File: config.mk
export PLATFORM = sky130hd
export DESIGN_NAME = serial_adder_seq_flat
export DESIGN_NICKNAME = d
export VERILOG_FILES = /design/src/rtl/serial_adder_seq_if.sv /design/src/rtl/serial_adder_seq.sv /design/src/flat_wrapper.sv
export SDC_FILE = /design/constraint.sdc
export NUM_CORES = 1
export LEC_CHECK = 0
export ABC_AREA = 1
export BUFFER_PORTS_ARGS = -buffer_cell sky130_fd_sc_hd__buf_2
export CORE_MARGIN = 2
export CORE_UTILIZATION = 54
export CTS_CLUSTER_DIAMETER = 60
export DETAILED_ROUTE_END_ITERATION = 10
export PLACE_DENSITY = 0.78
export SLEW_MARGIN = 15
export SYNTH_ARGS = -nofsm -noshare
export SYNTH_HDL_FRONTEND = slang
export SYNTH_SLANG_ARGS = --single-unit
File: constraint.sdc
create_clock -name clk -period 1.84 [get_ports clk]
set_input_delay 0.552 -clock clk [delete_from_list [all_inputs] [get_ports clk]]
set_output_delay 0.552 -clock clk [all_outputs]
set_load 0.03 [all_outputs]
File: src/rtl/serial_adder_seq_if.sv
// Handshake and operand/result bundle for serial_adder_seq.
// The slave modport is the adder's view; master is the requester's view.
interface serial_adder_seq_if #(
  parameter int WIDTH = 8
);
  logic             i_start;
  logic [WIDTH-1:0] i_a;
  logic [WIDTH-1:0] i_b;
  logic             i_sub;
  logic             i_cin;
  logic             o_busy;
  logic             o_done;
  logic [WIDTH-1:0] o_s;
  logic             o_cout;
  logic             o_ovf;

  modport master (
    output i_start, i_a, i_b, i_sub, i_cin,
    input  o_busy, o_done, o_s, o_cout, o_ovf
  );

  modport slave (
    input  i_start, i_a, i_b, i_sub, i_cin,
    output o_busy, o_done, o_s, o_cout, o_ovf
  );
endinterface

File: src/rtl/serial_adder_seq.sv
// Multi-cycle adder/subtractor: CHUNK bits per clock through a registered carry.
// Operands shift right; each chunk of sum bits enters the partial result from the top.
module serial_adder_seq #(
  parameter int WIDTH = 8,
  parameter int CHUNK = 1
) (
  input  logic              clk,
  input  logic              rst,
  serial_adder_seq_if.slave bus
);
  localparam int STEPS = WIDTH / CHUNK;
  localparam int CW    = (STEPS > 1) ? $clog2(STEPS) : 1;

  if (WIDTH < 2 || CHUNK < 1 || (WIDTH % CHUNK) != 0) begin : g_bad_param
    $error("serial_adder_seq: CHUNK must divide WIDTH exactly and WIDTH must be >= 2");
  end

  typedef enum logic [1:0] {S_IDLE, S_RUN, S_DONE} state_t;

  state_t           r_state;
  logic [WIDTH-1:0] r_a;
  logic [WIDTH-1:0] r_b;
  logic [WIDTH-1:0] r_acc;
  logic             r_carry;
  logic [CW-1:0]    r_cnt;
  logic             r_busy;
  logic             r_done;
  logic [WIDTH-1:0] r_s;
  logic             r_cout;
  logic             r_ovf;

  logic [CHUNK:0]   w_sum;
  logic             w_c_msb;
  logic [WIDTH-1:0] w_acc_next;
  logic             w_last;

  // Carry into the chunk's top bit is recovered from that bit's sum and inputs.
  always_comb begin
    w_sum      = {1'b0, r_a[CHUNK-1:0]} + {1'b0, r_b[CHUNK-1:0]} + {{CHUNK{1'b0}}, r_carry};
    w_c_msb    = w_sum[CHUNK-1] ^ r_a[CHUNK-1] ^ r_b[CHUNK-1];
    w_acc_next = r_acc >> CHUNK;
    w_acc_next[WIDTH-1 -: CHUNK] = w_sum[CHUNK-1:0];
    w_last     = (r_cnt == CW'(STEPS - 1));
  end

  always_ff @(posedge clk) begin
    if (rst) begin
      r_state <= S_IDLE;
      r_a     <= '0;
      r_b     <= '0;
      r_acc   <= '0;
      r_carry <= 1'b0;
      r_cnt   <= '0;
      r_busy  <= 1'b0;
      r_done  <= 1'b0;
      r_s     <= '0;
      r_cout  <= 1'b0;
      r_ovf   <= 1'b0;
    end else begin
      case (r_state)
        S_IDLE, S_DONE: begin
          r_done <= 1'b0;
          if (bus.i_start) begin
            r_a     <= bus.i_a;
            r_b     <= bus.i_sub ? ~bus.i_b : bus.i_b;
            r_carry <= bus.i_sub | bus.i_cin;
            r_acc   <= '0;
            r_cnt   <= '0;
            r_busy  <= 1'b1;
            r_state <= S_RUN;
          end else begin
            r_state <= S_IDLE;
          end
        end
        S_RUN: begin
          r_a     <= r_a >> CHUNK;
          r_b     <= r_b >> CHUNK;
          r_acc   <= w_acc_next;
          r_carry <= w_sum[CHUNK];
          r_cnt   <= r_cnt + CW'(1);
          if (w_last) begin
            r_s     <= w_acc_next;
            r_cout  <= w_sum[CHUNK];
            r_ovf   <= w_c_msb ^ w_sum[CHUNK];
            r_busy  <= 1'b0;
            r_done  <= 1'b1;
            r_state <= S_DONE;
          end
        end
        default: r_state <= S_IDLE;
      endcase
    end
  end

  assign bus.o_busy = r_busy;
  assign bus.o_done = r_done;
  assign bus.o_s    = r_s;
  assign bus.o_cout = r_cout;
  assign bus.o_ovf  = r_ovf;
endmodule

File: src/flat_wrapper.sv
// flat-port wrapper written by rule: the top's interface ports become plain ports
module serial_adder_seq_flat 
#(
  parameter int WIDTH = 8,
  parameter int CHUNK = 1
)
  (clk, rst, bus_i_start, bus_i_a, bus_i_b, bus_i_sub, bus_i_cin, bus_o_busy, bus_o_done, bus_o_s, bus_o_cout, bus_o_ovf);
  serial_adder_seq_if #(.WIDTH(WIDTH)) bus_i ();
  input  logic clk;
  input  logic rst;
  input wire logic [$bits(bus_i.i_start)-1:0] bus_i_start;
  input wire logic [$bits(bus_i.i_a)-1:0] bus_i_a;
  input wire logic [$bits(bus_i.i_b)-1:0] bus_i_b;
  input wire logic [$bits(bus_i.i_sub)-1:0] bus_i_sub;
  input wire logic [$bits(bus_i.i_cin)-1:0] bus_i_cin;
  output wire logic [$bits(bus_i.o_busy)-1:0] bus_o_busy;
  output wire logic [$bits(bus_i.o_done)-1:0] bus_o_done;
  output wire logic [$bits(bus_i.o_s)-1:0] bus_o_s;
  output wire logic [$bits(bus_i.o_cout)-1:0] bus_o_cout;
  output wire logic [$bits(bus_i.o_ovf)-1:0] bus_o_ovf;
  assign bus_i.i_start = bus_i_start;
  assign bus_i.i_a = bus_i_a;
  assign bus_i.i_b = bus_i_b;
  assign bus_i.i_sub = bus_i_sub;
  assign bus_i.i_cin = bus_i_cin;
  assign bus_o_busy = bus_i.o_busy;
  assign bus_o_done = bus_i.o_done;
  assign bus_o_s = bus_i.o_s;
  assign bus_o_cout = bus_i.o_cout;
  assign bus_o_ovf = bus_i.o_ovf;
  serial_adder_seq #(.WIDTH(WIDTH), .CHUNK(CHUNK)) u_core (.clk(clk), .rst(rst), .bus(bus_i));
endmodule
Word-level counts from Yosys, hierarchy flattened

Index checks and enable logic that the tools add are counted.

Register bits: 42
Latch bits: 0
RAM bits: 0
ROM bits: 0
Bits of input ports: 21
Output and inout port bits: 12
Logic and storage cells: 50
Memories: 0

$add $sub $neg: 3
Multiply operators: 0
Divide/modulo/power cells: 0
$lt $le $gt $ge: 0
Equal/unequal tests: 5
Shift-type cells: 0
Muxes and demuxes: 19
Bitwise logic cells: 5
Reductions and logical operators: 7

Operator list:

| cell                                                | count |
|---|---|
| case mux 8 bit (2 select lines)                     | 3 |
| 2-to-1 mux 8 bit                                    | 4 |
| NOT 8 bit                                           | 1 |
| case mux 1 bit (2 select lines)                     | 3 |
| case mux 3 bit (2 select lines)                     | 1 |
| AND reduction 2 bit                                 | 3 |
| 2-to-1 mux 1 bit                                    | 5 |
| case mux 2 bit (2 select lines)                     | 1 |
| adder 3 x 1 -> 3 bit, second input constant         | 1 |
| equality test 3 bit, second input constant          | 1 |
| 2-to-1 mux 3 bit                                    | 1 |
| AND reduction 3 bit                                 | 1 |
| bitwise XOR 1 bit                                   | 3 |
| adder 1 x 1 -> 2 bit                                | 1 |
| adder 2 x 1 -> 2 bit                                | 1 |
| equality test 2 x 1 -> 1 bit, second input constant | 1 |
| equality test 2 bit, second input constant          | 1 |
| zero test 2 bit                                     | 1 |
| 2-to-1 mux 2 bit                                    | 1 |
| != test 2 x 1 -> 1 bit, second input constant       | 1 |
| != test 2 bit, second input constant                | 1 |
| nonzero test 2 bit                                  | 1 |
| OR reduction 2 bit                                  | 1 |
| bitwise OR 1 bit                                    | 1 |

Longest topological paths before layout

Word-level depth: 5
Gate-level depth with buffers: 8

Worst setup path before layout

No wires, ideal clock.

Kind: flip-flop to flip-flop
From: register u_core.r_b[0]
To: register u_core.r_ovf, in the netlist u_core.bus.o_ovf
Library setup time: 0.070 ns
Arrival: 1.306 ns
Data required time: 1.770 ns
Slack: 0.464 ns
Cell stages (with the launch flop): 9
Buffers on the path: 0
Period minus slack after synthesis: 1.376 ns
Cells stage by stage: dfxtp_1 -> inv_1 -> fa_1 -> inv_1 -> nand2_1 -> nand2_1 -> nand2_1 -> nand2_1 -> a21oi_1

Cells in the longest elaborated chain, start to end: 5

Ends and longest elaborated chain:

| what                           | line                   | source |
|---|---|---|
| from (decl)                    | serial_adder_seq.sv:22 | `logic [WIDTH-1:0] r_b;` |
| from (signal assigned)         | serial_adder_seq.sv:65 | `r_b <= bus.i_sub ? ~bus.i_b : bus.i_b;` |
| from (signal assigned)         | serial_adder_seq.sv:77 | `r_b <= r_b >> CHUNK;` |
| adder 1 x 1 -> 2 bit           | serial_adder_seq.sv:39 | `w_sum = {1'b0, r_a[CHUNK-1:0]} + {1'b0, r_b[CHUNK-1:0]} + {{CHUNK{1'b0}}, r_carry};` |
| adder 2 x 1 -> 2 bit           | serial_adder_seq.sv:39 |  |
| bitwise XOR 1 bit (2 in a row) | serial_adder_seq.sv:40 | `w_c_msb = w_sum[CHUNK-1] ^ r_a[CHUNK-1] ^ r_b[CHUNK-1];` |
| bitwise XOR 1 bit (*)          | serial_adder_seq.sv:84 | `r_ovf <= w_c_msb ^ w_sum[CHUNK];` |
| to (signal assigned)           | serial_adder_seq.sv:84 |  |
| to (decl)                      | serial_adder_seq.sv:30 | `logic r_ovf;` |

Mark *: on every way between the ends. The rest lies on a longest branch, timed or not.
A chain may end at the register's enable or synchronous reset.

Final worst setup path

Ends and elaborated chain as after synthesis.

==> results.toml <==
[status]
status = "completed"

[placement]
hpwl_um = 2579
port_buffers = 32
place_inst = 337
globalplace.congestion = 0.8090

[setup_path]
worstReg2RegStart = "u_core.r_b[0]$_SDFFE_PP0P_"
worstReg2RegEnd = "u_core.bus.o_ovf$_SDFFE_PP0P_"
worst-path-max-fanout = 4
cp-start-kind = "flop"
crit_type = "reg -> reg"
endpoint_kind = "flop"
rr_worst_depth = 8
worstPathArrival_ns = 1.81
cp_data_required_time_ns = 2.14
reg2reg_slack_ns = 0.33

[cts]
htreeDepth = 2
ctsResizeCount = 0
cts_tree = "done"
clock_latency_ns = 0.35
clkSlewWorstSetupHoldPaths_ns = 0.12
cts_sinks = 41
clockRootBuffer = "clkbuf_4"
cts_buffers = 5
cts_hold_buf = 0
cts_setup_buffers = 0
clk_path_buf_depth = 2

[routing]
drt-total-wl_um = 3577
dr.pass1.iters = 4
drc = 0
via_per_inst = 4.870
vias = 1680
drt-initial-drc-count = 85
antenna_left = 0
wl_per_cell_um = 10.37

[timing]
worstMarginPinSlew_ns = 0.2512
slew_headroom = 0.8323
whs_ns = 0.4442
fmax_mhz = 661.0
setup_violations = 0
period_needed_ns = 1.513
skew_ns = 0.004235
finalHoldViolCount = 0
rsz0062_at_grt = "no"
slew_viol_final = 0
post-route-period-util = 0.8222
tns_ns = 0

[layout]
drive_above_1_share = 0.1906
layout.cells.non_filler = 345
antennaDiodeCount = 0
fill_cells = 321
area_growth_pct = 16.81
postLayoutCoreUtil = 0.6434
seq_area_sq_um = 820.8
multiInputGateArea_sq_um = 829.5
fin_nets = 322

[die]
design.core.area_sq_um = 3284
die-area_sq_um = 3829
die_y_um = 61.88
start_util = 0.5509
die-width_um = 61.88
io_pins = 33
rows = 21

[grt]
grt.overflow.total = 0
grt_pass1_vias = 1476
antenna_found_initial = 0
grt_max_degree = 22
grt_usage = 0.2186
grt_pass1_wl_um = 6120

[worst_hold_path]
hold_depth = 3
hp-class = "in -> reg"
whs_endpoint = "u_core.r_a[7]$_SDFFE_PP0P_"
holdCritStartpoint = "bus_i_a[7]"

[synth]
yosysWarnings = 0
synth_nets = 286
yosysTopAreaCellShare = 0.4537
yosysMostFrequentCell = "nand2_1"
yosys-top-cells-count = "nand2_1 (100), dfxtp_1 (41), nand3_1 (31)"
ys_types = 21
synth-seq-cells = 41
yosysSeqAreaShare = 0.4537
synth_area_sq_um = 1809
synthCells = 262
synth.avg_cell_area_sq_um = 6.905
synth_edf_count = 0
synthFlopType = "dfxtp_1"
synthTopCellsByArea = "dfxtp_1 (45%), nand2_1 (21%), nand3_1 (8.6%)"
synthArstFlopShare = 0
synth_area_leader_cell = "dfxtp_1"

[pwr]
peakVddDrop_uv = 470.9
power_mw = 1.815
p_leak_nw = 1.097
p_per_area_nw_per_um2 = 859.0

[run]
maxCapViolCount = 0
## metal layers
metal	track usage	wire length (um)	vias to the layer above
li1	-	-	889
met1	0.2552	1691	762
met2	0.3774	1725	25
met3	0.06832	116	4
met4	0.07903	44	0
met5	0	0	-
## power breakdown
part,switching [mW],internal [mW],total [mW]
clock network,0.299,0.323,0.622
registers,0.0228,0.924,0.947
logic,0.154,0.0927,0.246
## flip-flops by register name (all words and copies together) (netlist names)
name	count
u_core.bus.o_ovf	1
u_core.bus.o_cout	1
u_core.r_carry	1
u_core.bus.o_s	8
u_core.bus.o_done	1
u_core.r_b	8
u_core.r_state	2
u_core.r_a	8
u_core.r_cnt	3
u_core.r_acc	7
u_core.bus.o_busy	1
## cell usage in the layout (no fill, tap or decap), types with 2 or more instances in the layout
cell type and n:
a21oi_1 21, nand2_1 100, nor2_1 14, nor2_4 2
buf_4 6, dfxtp_1 41, buf_2 32, inv_1 25
o21ai_0 5, inv_2 3, nand3_1 31, clkbuf_4 5
ha_1 2, nand2_2 2
## how the worst max path moves through the flow
stage                                          start                       endpoint  slack, ns  cells after the start
after floorplan           u_core.r_b[0]$_SDFFE_PP0P_  u_core.bus.o_ovf$_SDFFE_PP0P_       0.46                      8
after global placement    u_core.r_a[0]$_SDFFE_PP0P_  u_core.bus.o_ovf$_SDFFE_PP0P_       0.41                      8
after detailed placement  u_core.r_a[0]$_SDFFE_PP0P_  u_core.bus.o_ovf$_SDFFE_PP0P_       0.35                      8
after CTS                 u_core.r_a[0]$_SDFFE_PP0P_  u_core.bus.o_ovf$_SDFFE_PP0P_       0.32                      8
after global routing      u_core.r_a[0]$_SDFFE_PP0P_  u_core.bus.o_ovf$_SDFFE_PP0P_       0.18                      8
final                     u_core.r_b[0]$_SDFFE_PP0P_  u_core.bus.o_ovf$_SDFFE_PP0P_       0.33                      8
## cells by family (layout without fill, tap and decap cells)
kind of cell | Yosys count | in the layout | share of synthesized area
flip-flops | 41 | 41 | 0.4537
AND/OR/NAND/NOR | 152 | 152 | 0.3548
buffers and inverters | 38 | 75 | 0.08783
AO/OA/AOI/OAI | 28 | 28 | 0.07883
adder cells (fa/ha/maj) | 3 | 3 | 0.02489
## per-stage QoR
step	worst slack (ns)	area (sq um)
final	0.3272	2113
after global routing	0.1763	2113
after CTS	0.3164	2113
after detailed placement	0.3470	2024
after global placement	0.4076	2024
after floorplan	0.4638	1809
## worst max-delay path, cell delays in order, from the launching register on
cell,delay (ns)
dfxtp_1,0.39
inv_1,0.09
fa_1,0.58
inv_1,0.09
nand2_1,0.07
nand2_1,0.04
nand2_1,0.05
nand2_1,0.05
a21oi_1,0.10
## cell type report
| class | count | share of cell area |
|---|---|---|
| Clock buffer | 6 | 0.02427 |
| Multi-Input combinational cell | 183 | 0.3925 |
| Timing Repair Buffer | 38 | 0.09710 |
| Sequential cell | 41 | 0.3884 |
| Clock inverter | 2 | 0.01776 |
| Inverter | 29 | 0.05269 |
| Tap cell | 46 | 0.02724 |
(Power assumes the default switching activity.)
